==> config.mk <==
export PLATFORM = sky130hd
export DESIGN_NAME = pri_scan_encoder
export DESIGN_NICKNAME = d
export VERILOG_FILES = /design/src/rtl/pri_scan_encoder.sv
export SDC_FILE = /design/constraint.sdc
export NUM_CORES = 1
export LEC_CHECK = 0
export CORE_MARGIN = 1.5
export CORE_UTILIZATION = 55
export DETAILED_ROUTE_END_ITERATION = 7
export GPL_ROUTABILITY_DRIVEN = 0
export GPL_TIMING_DRIVEN = 0
export PLACE_DENSITY = 0.84
export SETUP_SLACK_MARGIN = 0.2
export SKIP_LAST_GASP = 1
export SLEW_MARGIN = 20
export SYNTH_ARGS = -nofsm -noshare
export SYNTH_HDL_FRONTEND = slang
export SYNTH_SLANG_ARGS = --single-unit
==> constraint.sdc <==
create_clock -name clk -period 10.1 [get_ports clk]
set_input_delay 1.01 -clock clk [delete_from_list [all_inputs] [get_ports clk]]
set_output_delay 1.01 -clock clk [all_outputs]
set_load 0.02 [all_outputs]
==> src/rtl/pri_scan_encoder.sv <==
// Sequential priority scanner: accepts one multi-hot request vector and emits
// the index of each set bit, one per beat, MSB-first or LSB-first.
module pri_scan_encoder #(
  parameter  int WIDTH = 56,
  localparam int IDX_W = (WIDTH > 1) ? $clog2(WIDTH) : 1,
  localparam int SEQ_W = $clog2(WIDTH + 1)
) (
  input  logic             clk,
  input  logic             rst,
  input  logic             in_valid,
  output logic             in_ready,
  input  logic [WIDTH-1:0] in_vec,
  input  logic             in_lsb_first,
  output logic             out_valid,
  input  logic             out_ready,
  output logic [IDX_W-1:0] out_idx,
  output logic             out_last,
  output logic             out_empty,
  output logic [SEQ_W-1:0] out_seq
);

  localparam int PAD_W = 1 << IDX_W;

  typedef enum logic {S_IDLE = 1'b0, S_SCAN = 1'b1} state_t;

  state_t           state_reg, state_next;
  logic [WIDTH-1:0] residual_reg, residual_next;
  logic             order_reg, order_next;
  logic [SEQ_W-1:0] seq_reg, seq_next;

  logic [PAD_W-1:0] pad_vec;
  logic [PAD_W-1:0] scan_vec;
  logic             top_vld;
  logic [IDX_W-1:0] top_idx;
  logic [IDX_W-1:0] enc_idx;
  logic             single_bit;
  logic [WIDTH-1:0] clear_mask;

  always_comb begin
    pad_vec = '0;
    pad_vec[WIDTH-1:0] = residual_reg;
  end

  // LSB-first is handled by bit-reversing the padded vector and finding its
  // highest set bit; the reversed index is then the bitwise complement.
  genvar gi, gj;
  generate
    for (gi = 0; gi < PAD_W; gi++) begin : g_rev
      assign scan_vec[gi] = order_reg ? pad_vec[PAD_W-1-gi] : pad_vec[gi];
    end

    for (gi = 0; gi <= IDX_W; gi++) begin : g_lvl
      localparam int N = PAD_W >> gi;
      logic [N-1:0]            vld;
      logic [N-1:0][IDX_W-1:0] idx;
      if (gi == 0) begin : g_leaf
        assign vld = scan_vec;
        assign idx = '0;
      end else begin : g_merge
        for (gj = 0; gj < N; gj++) begin : g_node
          assign vld[gj] = g_lvl[gi-1].vld[2*gj+1] | g_lvl[gi-1].vld[2*gj];
          assign idx[gj] = g_lvl[gi-1].vld[2*gj+1]
                         ? (g_lvl[gi-1].idx[2*gj+1] | IDX_W'(1 << (gi - 1)))
                         : g_lvl[gi-1].idx[2*gj];
        end
      end
    end
  endgenerate

  assign top_vld    = g_lvl[IDX_W].vld[0];
  assign top_idx    = g_lvl[IDX_W].idx[0];
  assign enc_idx    = !top_vld ? '0 : (order_reg ? ~top_idx : top_idx);
  assign single_bit = ((residual_reg & (residual_reg - WIDTH'(1))) == '0);
  assign clear_mask = ~(WIDTH'(1) << enc_idx);

  // State register
  always_ff @(posedge clk) begin
    if (rst) begin
      state_reg    <= S_IDLE;
      residual_reg <= '0;
      order_reg    <= 1'b0;
      seq_reg      <= '0;
    end else begin
      state_reg    <= state_next;
      residual_reg <= residual_next;
      order_reg    <= order_next;
      seq_reg      <= seq_next;
    end
  end

  // Next-state logic
  always_comb begin
    state_next    = state_reg;
    residual_next = residual_reg;
    order_next    = order_reg;
    seq_next      = seq_reg;
    case (state_reg)
      S_IDLE: begin
        if (in_valid) begin
          state_next    = S_SCAN;
          residual_next = in_vec;
          order_next    = in_lsb_first;
          seq_next      = '0;
        end
      end
      S_SCAN: begin
        if (out_ready) begin
          if (single_bit) begin
            state_next    = S_IDLE;
            residual_next = '0;
            seq_next      = '0;
          end else begin
            residual_next = residual_reg & clear_mask;
            seq_next      = seq_reg + SEQ_W'(1);
          end
        end
      end
      default: state_next = S_IDLE;
    endcase
  end

  // Outputs depend only on registered state
  always_comb begin
    in_ready  = (state_reg == S_IDLE);
    out_valid = (state_reg == S_SCAN);
    out_idx   = out_valid ? enc_idx : '0;
    out_last  = out_valid & single_bit;
    out_empty = out_valid & ~top_vld;
    out_seq   = seq_reg;
  end

endmodule

**Word-level counts from Yosys, hierarchy flattened**

Cells that the tools add are included.

- Flip-flop bits (word level): 64
- Bits in latches: 0
- Memory bits (writable): 0
- ROM bits: 0
- Input bits: 61
- Output and inout port bits: 16
- Word-level logic and storage cells: 225
- Memories: 0

- $add $sub $neg: 2
- $mul: 0
- Div/mod/pow operators: 0
- $lt $le $gt $ge: 0
- Equality and inequality tests: 2
- Shifts and indexed selects: 1
- Mux-type cells: 142
- Bitwise operators: 71
- Reduce and logical (&&, ||, !) cells: 3

Operators with widths:

| kind | count |
|---|---|
| two-way mux 56 bit | 3 |
| bitwise AND 56 bit | 2 |
| case mux 56 bit (2 select lines) | 1 |
| two-way mux 1 bit | 99 |
| bitwise OR 1 bit | 63 |
| logical NOT 56 bit | 1 |
| inverter 56 bit | 1 |
| left shift 1 x 6 -> 56 bit (first input constant) | 1 |
| subtractor 56 x 1 -> 56 bit (second input constant) | 1 |
| two-way mux 6 bit | 7 |
| two-way mux 2 bit | 16 |
| two-way mux 3 bit | 8 |
| two-way mux 4 bit | 4 |
| case mux 6 bit (2 select lines) | 1 |
| two-way mux 5 bit | 2 |
| adder 6 x 1 -> 6 bit (second input constant) | 1 |
| inverter 6 bit | 1 |
| != test 2 bit (second input constant) | 2 |
| AND reduction 2 bit | 2 |
| bitwise AND 1 bit | 2 |
| inverter 1 bit | 2 |
| case mux 1 bit (2 select lines) | 1 |

**Depth between registers and ports, before layout**

Gate-level depths: netlist (run 1).

- Depth in word-level cells: 16
- Depth in mapped cells: 15
- Depth with buffers taken out: 9

**Least setup slack after synthesis (run 1)**

Ideal clock, no wire load.

- Path type: flip-flop to output port
- From: reg residual_reg[11]
- To: out out_last
- Data arrival time: 3214 ps
- Data required time: 9090 ps
- Slack: 5876 ps
- Stages on the path, launching flop included: 9
- Buffers on the path: 1
- Path through: dfxtp_1 buf_2 nor4_1 nand4_1 or3_4 or4_1 o32a_1 or4_4 nor3_1

- Word-level cells in the longest chain between the ends: 4

RTL lines:

| element | RTL line | text |
|---|---|---|
| start: declaration | 27 | `logic [WIDTH-1:0] residual_reg, residual_next;` |
| start signal: assignment | 85 | `residual_reg <= residual_next;` |
| subtractor 56 x 1 -> 56 bit | 73 | `assign single_bit = ((residual_reg & (residual_reg - WIDTH'(1))) == '0);` |
| bitwise AND 56 bit * | 73 |  |
| logical NOT 56 bit * | 73 |  |
| bitwise AND 1 bit * | 127 | `out_last = out_valid & single_bit;` |
| end: declaration | 17 | `output logic out_last,` |

Every way passes the cells marked *; elsewhere a longest branch is shown, timed or not.

**Worst setup path after layout (run 1)**

- From: reg order_reg
- To: out out_idx[0]

- Word-level cells in the longest chain between the ends: 11
- Elaborated cells on any way between the ends: 194
- Classes of those cells: mux: 130; bitwise: 64

RTL lines:

| element | RTL line | text |
|---|---|---|
| start: declaration | 28 | `logic order_reg, order_next;` |
| start signal: assignment | 86 | `order_reg <= order_next;` |
| two-way mux 1 bit | 49 | `assign scan_vec[gi] = order_reg ? pad_vec[PAD_W-1-gi] : pad_vec[gi];` |
| two-way mux 1 bit or bitwise OR 1 bit (tied branches) | 63, 61 |  |
| two-way mux 2 bit or bitwise OR 1 bit (tied branches) | 63, 61 |  |
| two-way mux 3 bit or bitwise OR 1 bit (tied branches) | 63, 61 |  |
| two-way mux 4 bit or bitwise OR 1 bit (tied branches) | 63, 61 |  |
| two-way mux 5 bit or bitwise OR 1 bit (tied branches) | 63, 61 |  |
| two-way mux 6 bit | 63 | `? (g_lvl[gi-1].idx[2*gj+1] \| IDX_W'(1 << (gi - 1)))` |
| inverter 6 bit | 72 | `assign enc_idx = !top_vld ? '0 : (order_reg ? ~top_idx : top_idx);` |
| two-way mux 6 bit | 72 |  |
| two-way mux 6 bit * | 72 |  |
| two-way mux 6 bit * | 126 | `out_idx = out_valid ? enc_idx : '0;` |
| end: declaration | 16 | `output logic [IDX_W-1:0] out_idx,` |

Marked as above.

==> results.toml, run 1 <==
[sta]
setup_violations = 0
rsz0062_at_grt = "false"
clock-skew-final_ps = 11.53
slew_headroom_pct = 25.96
maxSlewViolCount = 0
worst_slew_pin_slew_ps = 1097
timing.final.ws_setup_ps = 4445
post-route-period-util_pct = 55.99
clock.fmax_mhz = 176.8
hold_viol_final = 0
final.min_clock_period_ps = 5655
fin_setup_tns_ps = 0

[run_status]
status = "finished, violations left"
violations = "design-rule violations"

[cts]
postCtsSetupBuffers = 0
ctsHtreeMaxLevel = 3
cts_hold_buf = 0
cts.sinks = 64
clockBufferDepth = 2
cts_resized = 0
path_clk_slew_ps = 70
cts_made_buffers = 9
clk_latency_ps = 370
cts_tree = "built"
cts-root-buf = "clkbuf_8"

[synth]
synthFlopType = "dfxtp_1"
synth_top_area_cell = "dfxtp_1"
syn_nets = 790
yosysWarnings = 0
synth_edf_count = 0
syn_area_sq_um = 5460
ys_top_cells_by_area = "dfxtp_1, a21o_1, a22o_1"
async_reset_ff_share_pct = 0
yosysTopAreaCellShare_pct = 23.46
ys_seq_area_share_pct = 23.46
synth.distinct_cells = 79
synth_seq_cells = 64
synthCells = 728
synth_area_per_cell_sq_um = 7.500

[grt]
grt_pass1_vias = 6262
grt_overflow = 0
grt_max_degree = 11
antenna_found_initial = 0
grtUsageTotal_pct = 40.42
grt_pass1_wl_um = 32400

[floorplan]
io_pins = 77
coreArea_sq_um = 9684
die_y_um = 102.6
initial_core_util_pct = 56.38
placement_rows = 36
die_area_sq_um = 10530
chipWidth_um = 102.6

[detailed_routing]
drc = 24
drt-initial-drc-count = 1274
totalWireLength_um = 21280
detail-route-antenna-nets = 0
drtPass1Iterations = 8
drt-vias-per-instance = 7.242
wl_per_cell_um = 22.37
num_vias = 6887

[finish]
largest_reg_flops = 56
area_growth_pct = 20.44
fill_cells = 851
nets = 876
seqCellArea_sq_um = 1281
diodes = 0
layout-drive-gt1-share_pct = 5.746
multiInputGateArea_sq_um = 3786
fin_cells = 951
final_util_pct = 67.91

[critical_path]
start_kind = "register"
reg2regPathDepth = 13
crit_end = "out_idx[0]"
critPathMaxStageDelay_ps = 820
worst_path_dominant_cell_family = "buffers and inverters"
crit_path_start = "order_reg"
rrSetupSlack_ps = 4770
reg2reg_from = "order_reg"
crit_type = "register to primary output"
timing.rr.end = "residual_reg[16]"
cp_num_cells = 11
cp_max_fo = 10
cp_common_cell = "buf_2"
cp-end-kind = "primary output"
crit_chain = "buf_2, buf_2, buf_2, clkbuf_1, clkbuf_1, a21oi_1, o211ai_1, nand3_1, a211oi_1, nor3_1, clkdlybuf4s50_1"
worstPathArrival_ps = 4650
crit_required_ps = 9090
cp_slowest_cell = "a211oi_1"
crit_buf_inv = 6

[hold_path]
worst_hold_path_type = "register to register"
hold_depth = 2

[pwr]
total_power_mw = 0.9883
p_leak_nw = 2.672
irDropWorstVdd_mv = 0.09732
power-per-cell-area_nw_per_um2 = 150.3

[place]
port_buffers = 75
dp.cells = 936
dp.final_hpwl_um = 15350
dpl_worst_slack_ps = 5139

[flow_run]
maxCapViolCount = 0
[synthesized netlist by cell type, types with 7 or more instances]
cell type  instances
dfxtp_1           64
nor2b_1           13
or2_2              7
nand2_1           26
o21ai_0           19
nand3_1            7
clkbuf_1          61
nor4_1            13
or3_1             10
o21ai_1           15
o22ai_1            9
a211oi_1          19
nor3_1            32
a21oi_1           59
nand4_1           10
a22o_1            41
nor2_1            55
nor3b_1           19
inv_1             21
a21o_1            52
o211ai_1           8
a22oi_1           16
[where the power goes]
group	total, mW	switching [mW]	leakage, nW	internal [mW]
registers	0.288	0.0166	0.526	0.271
logic	0.474	0.311	2.05	0.163
clock network	0.226	0.108	0.0989	0.118
total	0.988	0.436	2.67	0.553
[worst min-delay path, stage by stage, from the launching register on]
cell     delay [ps]
dfxtp_1         340
nand2_1          60
o21ai_1          50
[metal layers]
layer / share of wire [%] / GRT usage (%)
met5: 0 / 0
met4: 6.7 / 23.92
met3: 16 / 13.15
met2: 42 / 60.93
met1: 35 / 50.35
[area by class of cell]
cell class / count / area share, %
multi-input cells: 568 / 57.57
inverters: 22 / 1.256
clock buffers: 11 / 2.150
clock inverters: 4 / 0.6849
plain buffers: 74 / 4.909
repair buffers: 75 / 11.42
well taps: 133 / 2.530
flip-flops and latches: 64 / 19.48
[worst min path at each step]
stage / slack, ps / to / from
after CTS: 490 / out_seq[5] / out_seq[5]
after detailed placement: 480 / out_seq[5] / out_seq[5]
after global placement: 470 / out_seq[5] / out_seq[5]
final: 490 / out_seq[5] / out_seq[5]
after floorplan: 520 / residual_reg[34] / residual_reg[34]
after global routing: 530 / out_seq[5] / out_seq[5]
[layout by cell type (no fill, tap or decap), types with 5 or more instances in the layout]
cell type | netlist | layout
and3_1 | 5 | 5
clkbuf_1 | 61 | 62
o21ai_1 | 15 | 15
a22o_1 | 41 | 41
o211ai_1 | 8 | 8
a22oi_1 | 16 | 16
or2_2 | 7 | 7
nor4_1 | 13 | 13
buf_6 | 5 | 5
nor2_1 | 55 | 55
clkbuf_8 | 0 | 10
a221o_1 | 6 | 6
and2_1 | 5 | 5
nand2b_1 | 6 | 6
nand3_1 | 7 | 7
or4_1 | 6 | 6
a31oi_1 | 6 | 6
a21o_1 | 52 | 52
nand4_1 | 10 | 10
inv_1 | 21 | 21
o21ai_0 | 19 | 19
o22ai_1 | 9 | 9
or3b_1 | 5 | 5
nor3b_1 | 19 | 19
a211oi_1 | 19 | 19
or3_1 | 10 | 10
nor3_1 | 32 | 32
nand2_1 | 26 | 26
clkdlybuf4s50_1 | 0 | 75
a21oi_1 | 59 | 59
dfxtp_1 | 64 | 64
o21a_1 | 6 | 6
nor2b_1 | 13 | 13
buf_2 | 6 | 6
[logic make-up after synthesis]
group           after synthesis  share of synthesized area [%]
compound gates              325                          43.24
simple gates                229                          23.33
buf+inv                      96                          7.424
flops                        64                          23.46
mux                           5                         0.9395
fa+ha+maj                     5                         0.9624
xor+xnor                      4                         0.6415
[per-stage QoR]
step                cell area [sq um]  hold slack (ps)
floorplan                        5460            516.4
CTS                              6576            489.3
global placement                 6377            467.9
detailed placement               6390            479.6
finish                           6576            489.4
global route                     6576            533.7
Note: power is estimated with default switching activity, not from simulation.
==> inputs of run 2 (changes only) <==
==> constraint.sdc (replaced) <==
create_clock -name clk -period 5.7 [get_ports clk]
set_input_delay 0.57 -clock clk [delete_from_list [all_inputs] [get_ports clk]]
set_output_delay 0.57 -clock clk [all_outputs]
set_load 0.02 [all_outputs]
==> run 2 against run 1 <==
  * First-iteration DRC count grew 4.3%
  * The run still ends with design-rule violations left
  * Die area is the same
  * Clock skew grew 0.55 ps
  * Core utilization is the same
  * Power grew 77%
  * Worst hold slack is essentially flat
  * Critical endpoint is now residual_reg[16]
==> results.toml, run 2 (synthesis results as in run 1) <==
[sta]
post-route-period-util_pct = 94.44
hold_viol_final = 0
maxSlewViolCount = 0
rsz0062_at_grt = "false"
setup_violations = 0
clock-skew-final_ps = 12.09
worst_slew_pin_slew_ps = 1074
fin_setup_tns_ps = 0
slew_headroom_pct = 28.29
final.min_clock_period_ps = 5383
timing.final.ws_setup_ps = 316.9
clock.fmax_mhz = 185.8

[pwr]
internal_power_mw = 0.9794
swShare_pct = 43.93
p_seq_share_pct = 29.2
power_frac_comb_pct = 47.8
power_switching_mw = 0.7673
p_leak_nw = 2.672
power-per-cell-area_nw_per_um2 = 265.6
clock_power_share_pct = 23.0
irDropWorstVdd_mv = 0.1720

[grt]
grtUsageTotal_pct = 40.46
antenna_found_initial = 0
grt_max_degree = 11
grt_overflow = 0
busiest_layer = "met2"
grt_pass1_wl_um = 32440
use_met1_pct = 50.48
met3_usage_pct = 13.15
grt_pass1_vias = 6268
use_met2_pct = 61.03

[detailed_routing]
drc = 4
wl_per_cell_um = 22.17
detail-route-antenna-nets = 0
totalWireLength_um = 21080
drtPass1Iterations = 8
drt-initial-drc-count = 1329
drt-vias-per-instance = 7.242
num_vias = 6887

[cts]
cts_hold_buf = 0
cts-root-buf = "clkbuf_8"
clockBufferDepth = 2
postCtsSetupBuffers = 0
cts_made_buffers = 9
cts.sinks = 64
clk_latency_ps = 370
path_clk_slew_ps = 70
cts_resized = 0
cts_tree = "built"
ctsHtreeMaxLevel = 3

[critical_path]
crit_type = "register to register"
cp_max_fo = 10
worstPathArrival_ps = 5640
start_kind = "register"
cp-end-kind = "register"
crit_required_ps = 5960

[floorplan]
die_y_um = 102.6
placement_rows = 36
die_area_sq_um = 10530
chipWidth_um = 102.6
initial_core_util_pct = 56.38
io_pins = 77
coreArea_sq_um = 9684

[finish]
layout-drive-gt1-share_pct = 5.746
fill_cells = 851
layout_commonest_cell = "clkdlybuf4s50_1"
largest_reg_flops = 56
nets = 876
diodes = 0
fin_area_sq_um = 6576
area_growth_pct = 20.44
final_cell_mix = "clkdlybuf4s50_1, dfxtp_1, clkbuf_1"

[place]
dpl_worst_slack_ps = 869.1
place_area_sq_um = 6390
dp.final_hpwl_um = 15350
port_buffers = 75

[run_status]
status = "finished, violations left"
violations = "design-rule violations"

[flow_run]
maxCapViolCount = 0

[hold_path]
worst_hold_path_type = "register to register"
-- run 2: path summary, 6_finish.rpt --
check | slack (ps) | start | cells past startpoint | endpoint
worst max-delay path | 320 | order_reg | 13 | residual_reg[16]
worst max register to register | 320 | order_reg | 13 | residual_reg[16]
worst min-delay path | 490 | out_seq[5] | 2 | out_seq[5]
worst min register to register | 490 | out_seq[5] | 2 | out_seq[5]
-- run 2: layer usage --
| layer | vias to the layer above | part of all wire (%) |
|---|---|---|
| li1 | 2997 | - |
| met3 | 161 | 15 |
| met4 | 0 | 7.3 |
| met5 | - | 0 |
| met1 | 3119 | 36 |
| met2 | 610 | 42 |
-- run 2: metrics by stage --
stage / std cells / hold WS, ps / power [mW] / util [%]
after floorplan: 728 / 516.4 / 1.023 / -
after global placement: 936 / 467.9 / 1.266 / 65.85
after detailed placement: 936 / 479.6 / 1.294 / 65.98
after CTS: 951 / 489.3 / 1.690 / 67.91
after global routing: 951 / 533.7 / 1.802 / 67.91
final: 951 / 489.1 / 1.747 / 67.91
-- run 2: worst max-delay path: stages (launching register included) --
cell,delay (ps)
dfxtp_1,370
buf_2,220
buf_2,280
buf_2,300
clkbuf_1,440
clkbuf_1,570
a21oi_1,150
o211ai_1,270
nand3_1,190
a211oi_1,850
o21ba_2,330
clkbuf_1,690
a31oi_1,340
a21o_1,260
-- run 2: final cells by class --
cell class | count | area, sq um | area share, %
Multi-Input combinational cell | 568 | 3786 | 57.57
Tap cell | 133 | 166.4 | 2.530
Inverter | 22 | 82.58 | 1.256
Clock inverter | 4 | 45.04 | 0.6849
Sequential cell | 64 | 1281 | 19.48
Timing Repair Buffer | 75 | 750.7 | 11.42
Buffer | 74 | 322.8 | 4.909
Clock buffer | 11 | 141.4 | 2.150
-- run 2: power groups by stage --
stage | sequential (mW) | combinational, mW | clock [mW]
finish | 0.510 | 0.835 | 0.402
global route | 0.512 | 0.867 | 0.423
CTS | 0.507 | 0.781 | 0.402
detailed placement | 0.518 | 0.776 | 0
global placement | 0.516 | 0.750 | 0
floorplan | 0.510 | 0.513 | 0
